[config.mk]
export PLATFORM = sky130hd
export DESIGN_NAME = muldiv_seq_flat
export DESIGN_NICKNAME = d
export VERILOG_FILES = /design/src/rtl/muldiv_pkg.sv /design/src/rtl/muldiv_if.sv /design/src/rtl/muldiv_sign_fix.sv /design/src/rtl/muldiv_seq.sv /design/src/flat_wrapper.sv
export SDC_FILE = /design/constraint.sdc
export NUM_CORES = 1
export LEC_CHECK = 0
export ABC_CLOCK_PERIOD_IN_PS = 2600
export BUFFER_PORTS_ARGS = -buffer_cell sky130_fd_sc_hd__buf_4
export CAP_MARGIN = 20
export CORE_MARGIN = 2
export CORE_UTILIZATION = 37
export CTS_BUF_LIST = sky130_fd_sc_hd__clkbuf_4 sky130_fd_sc_hd__clkbuf_8 sky130_fd_sc_hd__clkbuf_16
export DETAILED_ROUTE_END_ITERATION = 12
export PLACE_DENSITY = 0.55
export SYNTH_ARGS = -nofsm -noshare
export SYNTH_HDL_FRONTEND = slang
export SYNTH_HIERARCHICAL = 1
export SYNTH_SLANG_ARGS = --single-unit
[constraint.sdc]
create_clock -name clk -period 2.6 [get_ports clk]
set_input_delay 0.13 -clock clk [delete_from_list [all_inputs] [get_ports clk]]
set_output_delay 0.13 -clock clk [all_outputs]
set_load 0.05 [all_outputs]
[src/rtl/muldiv_pkg.sv]
// muldiv_pkg: shared constants, funct3 codes, ALU opcodes and FSM encoding for muldiv_seq.
package muldiv_pkg;
   localparam int XLEN = 32;
   localparam int ITERS = 32;
   localparam logic [3:0] ALU_ADD = 4'd0;
   localparam logic [3:0] ALU_SUB = 4'd8;
   localparam logic [2:0] F3_MUL = 3'd0;
   localparam logic [2:0] F3_MULH = 3'd1;
   localparam logic [2:0] F3_MULHSU = 3'd2;
   localparam logic [2:0] F3_MULHU = 3'd3;
   localparam logic [2:0] F3_DIV = 3'd4;
   localparam logic [2:0] F3_DIVU = 3'd5;
   localparam logic [2:0] F3_REM = 3'd6;
   localparam logic [2:0] F3_REMU = 3'd7;
   typedef enum logic [2:0] {S_IDLE, S_PREP, S_RUN, S_FIX, S_DONE} state_t;
endpackage

[src/rtl/muldiv_if.sv]
// muldiv_if: request/result handshake and shared-ALU hookup between core and muldiv_seq.
interface muldiv_if;
   import muldiv_pkg::*;
   logic start;
   logic [2:0] funct3;
   logic [XLEN-1:0] rs1;
   logic [XLEN-1:0] rs2;
   logic busy;
   logic done;
   logic [XLEN-1:0] result;
   logic [3:0] alu_op;
   logic [XLEN-1:0] alu_a;
   logic [XLEN-1:0] alu_b;
   logic [XLEN-1:0] alu_out;
   modport master (
      output start, funct3, rs1, rs2, alu_out,
      input busy, done, result, alu_op, alu_a, alu_b
   );
   modport slave (
      input start, funct3, rs1, rs2, alu_out,
      output busy, done, result, alu_op, alu_a, alu_b
   );
endinterface

[src/rtl/muldiv_sign_fix.sv]
// muldiv_sign_fix: operand magnitudes for PREP and sign-corrected/special result select for FIX.
module muldiv_sign_fix
   import muldiv_pkg::*;
(
   input logic [2:0] f3,
   input logic [XLEN-1:0] a,
   input logic [XLEN-1:0] b,
   input logic [XLEN-1:0] hi,
   input logic [XLEN-1:0] lo,
   output logic [XLEN-1:0] abs_a,
   output logic [XLEN-1:0] abs_b,
   output logic [XLEN-1:0] res,
   output logic special
);
   logic mul, sa, sb, neg_a, neg_b, neg_q, div0, ovf, zmul;
   logic [2*XLEN-1:0] prod;
   logic [XLEN-1:0] quo, rem, normal, spec_res;
   always_comb begin
      mul = !f3[2];
      sa = mul ? f3 != F3_MULHU : !f3[0];
      sb = mul ? (f3 == F3_MUL || f3 == F3_MULH) : !f3[0];
      neg_a = sa && a[XLEN-1];
      neg_b = sb && b[XLEN-1];
      abs_a = neg_a ? -a : a;
      abs_b = neg_b ? -b : b;
      neg_q = neg_a ^ neg_b;
      prod = neg_q ? -{hi, lo} : {hi, lo};
      quo = neg_q ? -lo : lo;
      rem = neg_a ? -hi : hi;
      div0 = !mul && b == '0;
      ovf = !mul && !f3[0] && a == {1'b1, {(XLEN-1){1'b0}}} && b == '1;
      zmul = mul && (a == '0 || b == '0);
      special = div0 || ovf || zmul;
      // overflow quotient equals the dividend (most negative value)
      spec_res = zmul ? '0 : div0 ? (f3[1] ? a : '1) : (f3[1] ? '0 : a);
      normal = mul ? (f3 == F3_MUL ? prod[XLEN-1:0] : prod[2*XLEN-1:XLEN]) : (f3[1] ? rem : quo);
      res = special ? spec_res : normal;
   end
endmodule

[src/rtl/muldiv_seq.sv]
// muldiv_seq: iterative RV32M multiply/divide using the shared ALU, one radix-2 step per cycle.
// Define MULDIV_FAST_SPECIAL_EN to finish zero-operand, divide-by-zero and overflow ops from PREP.
module muldiv_seq
   import muldiv_pkg::*;
(
   input logic clk,
   input logic rst_n,
   muldiv_if.slave bus
);
`ifdef MULDIV_FAST_SPECIAL_EN
   localparam logic fast_special = 1'b1;
`else
   localparam logic fast_special = 1'b0;
`endif
   state_t state, state_nx;
   logic [2:0] f3;
   logic [XLEN-1:0] a, b, hi, lo, d, abs_a, abs_b, res, result;
   logic [4:0] cnt;
   logic accept, mul, special, ok, carry;
   logic [XLEN:0] rem_s;
   assign accept = bus.start && (state == S_IDLE || state == S_DONE);
   assign mul = !f3[2];
   assign rem_s = {hi, lo[XLEN-1]};
   assign ok = rem_s >= {1'b0, d};
   assign carry = bus.alu_out < hi;
   assign bus.result = result;
   muldiv_sign_fix u_fix (
      .f3(f3),
      .a(a),
      .b(b),
      .hi(hi),
      .lo(lo),
      .abs_a(abs_a),
      .abs_b(abs_b),
      .res(res),
      .special(special)
   );
   always_ff @(posedge clk) state <= !rst_n ? S_IDLE : state_nx;
   always_comb begin
      state_nx = state;
      bus.busy = 1'b0;
      bus.done = 1'b0;
      bus.alu_op = ALU_ADD;
      bus.alu_a = '0;
      bus.alu_b = '0;
      case (state)
         S_IDLE: state_nx = bus.start ? S_PREP : S_IDLE;
         S_PREP: begin
            bus.busy = 1'b1;
            state_nx = (fast_special && special) ? S_DONE : S_RUN;
         end
         S_RUN: begin
            bus.busy = 1'b1;
            bus.alu_op = mul ? ALU_ADD : ALU_SUB;
            bus.alu_a = mul ? (lo[0] ? hi : '0) : rem_s[XLEN-1:0];
            bus.alu_b = mul ? (lo[0] ? d : '0) : d;
            state_nx = cnt == 5'd0 ? S_FIX : S_RUN;
         end
         S_FIX: begin
            bus.busy = 1'b1;
            state_nx = S_DONE;
         end
         S_DONE: begin
            bus.done = 1'b1;
            state_nx = bus.start ? S_PREP : S_IDLE;
         end
         default: state_nx = S_IDLE;
      endcase
   end
   // hi/lo hold {acc_hi, multiplier} for multiply and {rem, quo} for divide
   always_ff @(posedge clk) begin
      if (!rst_n) begin
         f3 <= '0;
         a <= '0;
         b <= '0;
         hi <= '0;
         lo <= '0;
         d <= '0;
         cnt <= '0;
         result <= '0;
      end else begin
         if (accept) begin
            f3 <= bus.funct3;
            a <= bus.rs1;
            b <= bus.rs2;
         end
         if (state == S_PREP) begin
            hi <= '0;
            lo <= mul ? abs_b : abs_a;
            d <= mul ? abs_a : abs_b;
            cnt <= 5'(ITERS - 1);
            if (fast_special && special) result <= res;
         end
         if (state == S_RUN) begin
            cnt <= cnt - 5'd1;
            if (mul) begin
               hi <= lo[0] ? {carry, bus.alu_out[XLEN-1:1]} : {1'b0, hi[XLEN-1:1]};
               lo <= {lo[0] ? bus.alu_out[0] : hi[0], lo[XLEN-1:1]};
            end else begin
               hi <= ok ? bus.alu_out : rem_s[XLEN-1:0];
               lo <= {lo[XLEN-2:0], ok};
            end
         end
         if (state == S_FIX) result <= res;
      end
   end
endmodule

[src/flat_wrapper.sv]
// flat-port wrapper written by rule: the top's interface ports become plain ports
module muldiv_seq_flat import muldiv_pkg::*;
  (clk, rst_n, bus_start, bus_funct3, bus_rs1, bus_rs2, bus_alu_out, bus_busy, bus_done, bus_result, bus_alu_op, bus_alu_a, bus_alu_b);
  muldiv_if bus_i ();
  input logic clk;
  input logic rst_n;
  input wire logic [$bits(bus_i.start)-1:0] bus_start;
  input wire logic [$bits(bus_i.funct3)-1:0] bus_funct3;
  input wire logic [$bits(bus_i.rs1)-1:0] bus_rs1;
  input wire logic [$bits(bus_i.rs2)-1:0] bus_rs2;
  input wire logic [$bits(bus_i.alu_out)-1:0] bus_alu_out;
  output wire logic [$bits(bus_i.busy)-1:0] bus_busy;
  output wire logic [$bits(bus_i.done)-1:0] bus_done;
  output wire logic [$bits(bus_i.result)-1:0] bus_result;
  output wire logic [$bits(bus_i.alu_op)-1:0] bus_alu_op;
  output wire logic [$bits(bus_i.alu_a)-1:0] bus_alu_a;
  output wire logic [$bits(bus_i.alu_b)-1:0] bus_alu_b;
  assign bus_i.start = bus_start;
  assign bus_i.funct3 = bus_funct3;
  assign bus_i.rs1 = bus_rs1;
  assign bus_i.rs2 = bus_rs2;
  assign bus_i.alu_out = bus_alu_out;
  assign bus_busy = bus_i.busy;
  assign bus_done = bus_i.done;
  assign bus_result = bus_i.result;
  assign bus_alu_op = bus_i.alu_op;
  assign bus_alu_a = bus_i.alu_a;
  assign bus_alu_b = bus_i.alu_b;
  muldiv_seq u_core (.clk(clk), .rst_n(rst_n), .bus(bus_i));
endmodule
==> results of run 1 <==
## registers in the layout, indices dropped and copies added, names as in the netlist
register / count
u_core/d: 32
u_core/cnt: 5
u_core/a: 32
u_core/b: 32
u_core/bus.result: 32
u_core/lo: 32
u_core/f3: 3
u_core/state: 3
u_core/hi: 32
## path summary, 6_finish.rpt
path	startpoint	end	slack, ns	depth (start not counted)
min	bus_start	u_core/f3[2]$_SDFFE_PN0P_	0.06	4
max	u_core/lo[26]$_SDFFE_PN0N_	u_core/bus.result[29]$_SDFFE_PN0P_	-0.06	12
min reg2reg	u_core/bus.result[17]$_SDFFE_PN0P_	u_core/bus.result[17]$_SDFFE_PN0P_	0.45	2
max reg2reg	u_core/lo[26]$_SDFFE_PN0N_	u_core/bus.result[29]$_SDFFE_PN0P_	-0.06	12
## repair_timing
action,CTS,global route
hold buffers,100,0
cloned,0,5
pin swaps,41,87
hold endpoints to repair,100,0
setup endpoints to repair,143,113
setup buffers,12,23
gates resized for setup,109,223
## cell families (layout without fill, tap and decap cells)
group | after synthesis | count (layout) | synth area share, %
mux | 137 | 137 | 8.63
simple gates | 701 | 701 | 20.5
compound gates | 641 | 642 | 25.3
buf+inv | 247 | 872 | 6.73
fa+ha+maj | 71 | 71 | 5.57
flops | 203 | 203 | 25.5
xor+xnor | 140 | 140 | 7.71
other cells | 1 | 3 | 0.0236
## power groups by stage
stage | Clock [mW] | Sequential [mW] | Combinational [mW]
6_report | 4.06 | 3.46 | 6.02
4_1_cts | 4.14 | 3.45 | 5.40
2_1_floorplan | 0 | 3.55 | 2.64
3_3_place_gp | 0 | 3.50 | 4.97
5_1_grt | 4.25 | 3.48 | 6.40
3_5_place_dp | 0 | 3.51 | 4.98
## layout make-up
type / instances / area share (%)
clock buffer: 33 / 3.05
clock inverter: 13 / 0.851
inverter: 84 / 1.30
multi-input combinational: 1694 / 49.7
sequential: 203 / 16.8
tap: 539 / 2.76
timing repair buffer: 742 / 25.6
## metal layers
layer,global-route usage [%],share of wire (%),vias up
li1,-,-,8897
met3,4.18,6.2,121
met4,12.6,4.4,0
met1,42.7,43,8858
met2,53.3,46,702
met5,0,0,-
## critical path, delay by kind of cell (launching register included)
family                 cells  cell delay [ns]
AO/OA/AOI/OAI              4             0.88
XOR/XNOR                   1             0.21
buffers and inverters      2             0.26
flip-flops                 1             0.34
AND/OR/NAND/NOR            5             0.89
## stage by stage
stage / util [%] / hold slack, ns / TNS [ns] / cells / total power [mW]
after global placement: 48.9 / 0.372 / -8.28 / 3130 / 8.47
after detailed placement: 48.9 / 0.381 / -9.57 / 3130 / 8.49
after global routing: 57.8 / 0.0788 / -3.56 / 3308 / 14.1
after floorplan: - / 0.246 / 0 / 2143 / 6.19
after CTS: 54.9 / 0.0430 / -0.126 / 3288 / 13.0
final: 57.8 / 0.0643 / -0.297 / 3308 / 13.5
## cells in the final DEF (no fill, tap or decap), drive strengths merged, types with 46 or more instances in the layout
cell type    instances
dfxtp              203
inv                 86
xor2                66
xnor2               74
o22ai               46
ha                  70
dlygate4sd3        100
a211oi              63
mux2i              136
nand2              310
a21oi              218
nor2               162
buf                639
o21ai              136
nor3                82
==> run summary, run 1 <==
synthesized flop and latch total = 203
Crit Path Class = flop to flop
CP required = 3.10 ns
HP Class = input port to flop
number of max-cap violations = 0
part of the Yosys area used for sequential elements = 25.5%
initial core utilization = 37.7%
synth cell count leaders = nand2_1 (308), a21oi_1 (216), dfxtp_1 (203), nor2_1 (161), mux2i_1 (136)
worst-path fanout max = 3
Worst Max-Slew Pin Slew = 0.863 ns
clk_lat worst skew = 0.57 ns
IO buf count = 200
status = finished, violations left
Post-Route WL = 75.1 mm
initial antenna violation count = 0
vias in the first global route = 17,659
Ant. Diodes = 0
crit-path cells = nor4_4 -> buf_4 -> buf_6 -> nand2b_4 -> or3_4 -> o21a_1 -> xor2_2 -> nor2_1 -> o311a_1 -> a211oi_2 -> nand2_1 -> a21oi_1
vias = 18,578
cell row count = 75
CTS H-tree depth = 1
Avg Cell Area, Syn = 7.43 um^2
post-place setup slack = -0.428 ns
Sequential Area = 4100 um^2
CP arrival = 3.15 ns
global-route usage over all layers = 32.3%
first-pass GRT wire length = 109 mm
Routed wire per std cell = 22.7 um
# fillers = 3,974
Root Buffer = clkbuf_16
area growth from synthesis to layout = 53.4%
DP HPWL = 57.4 mm
Leak = 10.2 nW
violated checks = negative setup slack
leading area contributor after synthesis = dfxtp_1
Cells after Synth = 2,141
CTS tree = yes
worst rel slew slack = 42.5%
share of layout cells above drive strength 1 = 34.5%
die footprint = 44,700 um^2
CP startpoint kind = flop
clock-pin slew on the worst setup and hold paths = 0.06 ns
Worst VDD drop = 534 uV
dpl cell area = 20,600 um^2
maximum clock rate = 0.377 GHz
largest cells by area after synthesis = dfxtp_1 (26%), mux2i_1 (8.6%), nand2_1 (7.3%), a21oi_1 (6.8%), ha_1 (5.5%)
Final setup viols = 10
power per cell area = 555 nW/um^2
ys async rst share = 0%
fin crit period = 2.66 ns
Critical Path Max Stage Delay = 0.40 ns
worst clock skew = 0.0141 ns
synth warn = 6
Sw Share = 36.9%
IO Pins = 204
Num CTS Buffers = 27
drt drc = 0
die extent in y = 211 um
clock sink count = 203
Post-synth EDFFs = 0
proportion of power drawn by the clock network = 30.0%
final net count = 2,924
Tcrit/Tclk final = 102%
Final Max Tran Viols = 0
Int Pwr = 8.55 mW
cell area after layout = 24,400 um^2
Psw = 5.00 mW
count of different cell masters after synthesis = 89
GRT Residual Overflow = 0
Final Hold Fails = 0
most common cell in the synthesized netlist = nand2_1
Max Buffers Root-to-Sink = 3
routed vias/inst = 5.62
Logic pwr share = 44.5%
Synth Cell Area = 15,900 um^2
share of the synthesized area in the top cell type = 25.5%
CP Capture Type = flop
Antenna Nets Post-Route = 0
Worst path slowest cell = or3_4
drt first pass iters = 7
die width = 211 um
setup ws final = -0.0552 ns
Sequential Power Share = 25.5%
footprint of the multi-input gates = 12,100 um^2
GP Congestion = 0.979
Synth Flop Type = dfxtp_1
largest net degree at the start of global routing = 170
drt initial violations = 1,474
core area = 42,200 um^2
RSZ-0062 raised after global routing = yes
No activity file was read; power rests on OpenSTA's default activity.
==> run 2, diff against run 1 <==
CTS_BUF_LIST = sky130_fd_sc_hd__clkbuf_4   (was sky130_fd_sc_hd__clkbuf_4 sky130_fd_sc_hd__clkbuf_8 sky130_fd_sc_hd__clkbuf_16)
CTS_CLUSTER_DIAMETER = 50   (was not set)
==> run 2 against run 1 <==
Against the previous run:
- the flow still finishes with violations (negative setup slack)
- sequential cell count did not move
- setup slack got worse by 0.028 ns
- cell area rose by 3.5%
- critical path depth rose by 1
- utilization rose by 2.0 points
- clock-buffer cell count rose by 56
- critical endpoint is now u_core/bus.result[28]$_SDFFE_PN0P_
==> run summary, run 2 (synthesis gave the netlist of run 1 again) <==
drt drc = 0
Non-Filler Instances = 3,463
GP Congestion = 0.979
worst rel slew slack = 38.0%
Final setup viols = 10
area growth from synthesis to layout = 58.7%
HP Class = input port to flop
CP required = 3.27 ns
final net count = 3,048
commonest non-fill, non-tap cells in the layout = buf_4 (591), nand2_1 (297), a21oi_1 (194)
first-pass GRT wire length = 114 mm
CTS tree = yes
CP startpoint kind = flop
fin crit period = 2.68 ns
dpl cell area = 20,600 um^2
die width = 211 um
CP Capture Type = flop
cell area after layout = 25,300 um^2
routed vias/inst = 5.60
largest net degree at the start of global routing = 170
initial core utilization = 37.7%
drt initial violations = 1,586
initial antenna violation count = 1
clk_lat worst skew = 0.84 ns
most common cell after layout, fill and taps aside = buf_4
GRT Residual Overflow = 0
final core utilization = 59.8%
global-route usage over all layers = 33.8%
setup ws final = -0.0834 ns
clock-pin slew on the worst setup and hold paths = 0.07 ns
violated checks = negative setup slack
Placed Cells = 3,130
Final Max Tran Viols = 0
Post-Route WL = 78.5 mm
Setup TNS = -0.416 ns
share of layout cells above drive strength 1 = 35.2%
CTS H-tree depth = 2
Final Hold Fails = 0
vias = 19,402
RSZ-0062 raised after global routing = yes
worst clock skew = 0.0446 ns
maximum clock rate = 0.373 GHz
Root Buffer = clkbuf_4
cell row count = 75
Worst Max-Slew Pin Slew = 0.930 ns
die footprint = 44,700 um^2
clock sink count = 203
Num CTS Buffers = 61
IO buf count = 200
vias in the first global route = 18,616
Antenna Nets Post-Route = 0
Leak = 10.7 nW
drt first pass iters = 5
Tcrit/Tclk final = 103%
CP arrival = 3.35 ns
number of max-cap violations = 0
DP HPWL = 57.4 mm
IO Pins = 204
Worst VDD drop = 370 uV
Routed wire per std cell = 22.7 um
power per cell area = 515 nW/um^2
Crit Path Class = flop to flop
Max Buffers Root-to-Sink = 3
die extent in y = 211 um
core area = 42,200 um^2
status = finished, violations left
worst-path fanout max = 4
overall power = 13.0 mW
-- run 2: cell types whose count changed in the layout (fill, tap and decap cells not counted), moves of 4 or more --
| cell | previous run | this run |
|---|---|---|
| clkbuf_4 | 2 | 89 |
| dlygate4sd3_1 | 100 | 171 |
| clkbuf_16 | 30 | 3 |
| nor3_2 | 12 | 24 |
| nor3_1 | 65 | 54 |
| buf_6 | 31 | 40 |
| clkinv_2 | 2 | 11 |
| clkinv_1 | 0 | 7 |
| a21oi_4 | 7 | 3 |
| buf_12 | 17 | 21 |
| bufinv_16 | 5 | 1 |
| clkbuf_8 | 4 | 0 |
-- run 2: worst max-delay path, cell delays in order, from the launching register on --
cell      delay (ns)
dfxtp_2         0.34
inv_2           0.07
ha_4            0.14
nor4b_4         0.21
nand4_1         0.17
or4_4           0.50
buf_4           0.18
o31ai_4         0.21
xor2_2          0.24
a211oi_2        0.11
a211oi_2        0.18
nor3_2          0.07
nand2_1         0.06
a21oi_1         0.06
-- run 2: timing repair --
| item | in CTS | in global routing |
|---|---|---|
| hold buffers | 171 | 0 |
| pin swaps | 39 | 76 |
| buffers inserted | 16 | 34 |
| hold endpoints to repair | 102 | 0 |
| gates resized for setup | 117 | 224 |
| cloned | 3 | 5 |
| endpoints found under the setup margin | 134 | 148 |
-- run 2: per-stage QoR --
| step | worst slack (ns) | hold WS, ns |
|---|---|---|
| 2_1_floorplan | 0.0206 | 0.246 |
| 3_3_place_gp | -0.384 | 0.372 |
| 3_5_place_dp | -0.428 | 0.381 |
| 4_1_cts | -0.0322 | 0.0572 |
| 5_1_grt | -0.236 | 0.144 |
| 6_report | -0.0834 | 0.144 |
-- run 2: cell type report --
cell class / count / area (um^2)
multi-input cells: 1695 / 12100
clock inverters: 21 / 129
fillers: 3882 / 17000
diodes: 1 / 2.50
well taps: 539 / 674
inverters: 84 / 318
flip-flops and latches: 203 / 4110
clock buffers: 89 / 668
repair buffers: 831 / 7220
-- run 2: per-layer routing --
layer	vias up	share of wire, %	wire, um	GRT usage [%]
met5	-	0	0	0
met4	0	4.9	3820	15.1
met3	163	6.9	5400	5.10
met2	818	46	36400	56.2
met1	9233	42	32800	43.2
li1	9188	-	-	-
-- run 2: power by group --
group | internal (mW) | switching [mW]
Clock | 1.68 | 1.60
Sequential | 3.30 | 0.158
Combinational | 2.90 | 3.37
-- run 2: path summary, 6_finish.rpt --
check | from | to | cells past startpoint | slack (ns)
worst max register to register | u_core/hi[1]$_SDFFE_PN0N_ | u_core/bus.result[28]$_SDFFE_PN0P_ | 13 | -0.08
worst min-delay path | bus_alu_out[19] | u_core/hi[19]$_SDFFE_PN0N_ | 4 | 0.14
worst min register to register | u_core/bus.result[17]$_SDFFE_PN0P_ | u_core/bus.result[17]$_SDFFE_PN0P_ | 2 | 0.45
worst max-delay path | u_core/hi[1]$_SDFFE_PN0N_ | u_core/bus.result[28]$_SDFFE_PN0P_ | 13 | -0.08
==> run 3, diff against run 2 <==
ABC_CLOCK_PERIOD_IN_PS = 3400   (was 2600)
PLACE_DENSITY = 0.53   (was 0.55)
clock period = 3.4 ns   (was 2.6 ns; I/O delays follow)
==> run 3 against run 2 <==
Against the previous run:
- the run now ends clean
- cell area fell by 19%
- critical path type unchanged
- setup slack improved by 0.15 ns
- utilization fell by 11 points
==> run summary, run 3 (synthesis gave the netlist of run 1 again) <==
RSZ-0062 raised after global routing = no
cell area after layout = 20,600 um^2
CP startpoint kind = flop
routed vias/inst = 5.73
IO Pins = 204
CP arrival = 4.00 ns
drt drc = 0
Setup TNS = 0 ns
Worst VDD drop = 203 uV
clk_lat worst skew = 0.82 ns
Placed Cells = 2,845
Max Buffers Root-to-Sink = 3
Final setup viols = 0
cell row count = 75
Worst Hold Depth = 5
drt first pass iters = 6
GRT Residual Overflow = 0
maximum clock rate = 0.300 GHz
HP Class = input port to flop
CTS tree = yes
Non-Filler Instances = 3,092
Worst path slowest cell = nor4_1
final core utilization = 48.7%
Routed wire per std cell = 22.4 um
status = completed
most common cell after layout, fill and taps aside = buf_4
worst hold start = bus_start
Final Hold Fails = 0
first-pass GRT wire length = 103 mm
WHS Endpoint = u_core/b[11]$_SDFFE_PN0P_
Worst Max-Slew Pin Slew = 0.901 ns
Crit Path Class = flop to flop
most frequent CP cell = a21oi_1
crit-path cells = nor4_1 -> and4bb_2 -> and3_1 -> a21oi_1 -> xor2_1 -> a211oi_1 -> buf_4 -> nor3_1 -> nand2_1 -> a21oi_1
worst clock skew = 0.0260 ns
setup slack, reg-to-reg = 0.07 ns
Sequential Area = 4070 um^2
worst r2r dst = u_core/bus.result[3]$_SDFFE_PN0P_
DP HPWL = 52.7 mm
initial core utilization = 37.7%
CP required = 4.06 ns
dpl cell area = 18,400 um^2
GP Congestion = 0.967
Leak = 8.38 nW
Antenna Nets Post-Route = 0
commonest non-fill, non-tap cells in the layout = buf_4 (323), nand2_1 (306), a21oi_1 (216)
IO buf count = 200
final net count = 2,673
setup ws final = 0.0689 ns
worst rel slew slack = 40.0%
global-route usage over all layers = 30.2%
clock sink count = 203
fin crit period = 3.33 ns
# fillers = 4,277
initial antenna violation count = 1
die width = 211 um
area growth from synthesis to layout = 29.3%
footprint of the multi-input gates = 10,800 um^2
largest net degree at the start of global routing = 100
Num CTS Buffers = 61
Post-Route WL = 69.3 mm
Final Max Tran Viols = 0
die extent in y = 211 um
drt initial violations = 1,536
share of layout cells above drive strength 1 = 18.9%
Tcrit/Tclk final = 98.0%
CP Capture Type = flop
number of max-cap violations = 0
vias in the first global route = 16,639
post-place setup slack = 0.283 ns
Critical Path Max Stage Delay = 0.61 ns
power per cell area = 419 nW/um^2
core area = 42,200 um^2
worst-path fanout max = 10
CTS H-tree depth = 2
RR Startpoint = u_core/lo[26]$_SDFFE_PN0N_
vias = 17,717
die footprint = 44,700 um^2
clock-pin slew on the worst setup and hold paths = 0.06 ns
R2R cell count = 10
Root Buffer = clkbuf_4
[run 3: cell types whose count changed in the layout (fill, tap and decap cells not counted), sizes merged]
cell,before,now
buf,655,329
dlygate4sd3,171,129
clkbuf,92,88
clkinv,19,22
bufbuf,2,0
bufinv,1,3
nor2,163,162
o21ai,136,135
[run 3: worst max path at each step]
| stage | cells past startpoint | to | slack (ns) | startpoint |
|---|---|---|---|---|
| 6_report | 10 | u_core/bus.result[3]$_SDFFE_PN0P_ | 0.07 | u_core/lo[26]$_SDFFE_PN0N_ |
| 5_1_grt | 11 | u_core/hi[22]$_SDFFE_PN0N_ | 0.02 | u_core/hi[6]$_SDFFE_PN0N_ |
| 4_1_cts | 5 | bus_alu_a[9] | 0.03 | u_core/lo[0]$_SDFFE_PN0N_ |
| 3_5_place_dp | 10 | u_core/bus.result[14]$_SDFFE_PN0P_ | 0.28 | u_core/hi[11]$_SDFFE_PN0N_ |
| 3_3_place_gp | 10 | u_core/bus.result[14]$_SDFFE_PN0P_ | 0.23 | u_core/hi[11]$_SDFFE_PN0N_ |
| 2_1_floorplan | 12 | u_core/bus.result[24]$_SDFFE_PN0P_ | 0.71 | u_core/hi[0]$_SDFFE_PN0N_ |
[run 3: layer usage]
metal	vias up	GRT usage (%)	wire length, um
met5	-	0	0
met4	0	13.5	3070
met3	132	3.92	4010
met2	697	49.2	31300
met1	8457	39.9	30900
li1	8431	-	-
[run 3: per-stage QoR]
| step | hold slack (ns) | power [mW] |
|---|---|---|
| floorplan | 0.286 | 4.73 |
| global placement | 0.418 | 5.82 |
| detailed placement | 0.425 | 5.83 |
| CTS | 0.0133 | 8.62 |
| global route | 0.0758 | 9.05 |
| finish | 0.0726 | 8.61 |
[run 3: worst max-delay path, delay by kind of cell (launching register included)]
family / cells / cell delay (ns)
simple gates: 5 / 1.68
xor+xnor: 1 / 0.17
buf+inv: 1 / 0.22
compound gates: 3 / 0.78
flops: 1 / 0.32
[run 3: area by class of cell]
| cell class | instances | share of cell area, % |
|---|---|---|
| Timing Repair Buffer | 458 | 18.6 |
| Clock inverter | 26 | 0.943 |
| Inverter | 84 | 1.55 |
| Multi-Input combinational cell | 1693 | 52.6 |
| Antenna cell | 1 | 0.0122 |
| Clock buffer | 88 | 3.21 |
| Tap cell | 539 | 3.28 |
| Sequential cell | 203 | 19.8 |
[run 3: timing repair]
action	in CTS	in global routing
endpoints found under the hold margin	131	0
endpoints found under the setup margin	0	29
resized for setup	0	2
setup buffers	0	3
hold buffers	129	0
[run 3: power breakdown]
group	switching, mW	internal [mW]	leakage, nW
combinational	2.06	1.22	6.22
clock	1.20	1.43	0.507
sequential	0.175	2.52	1.65
total	3.44	5.17	8.38
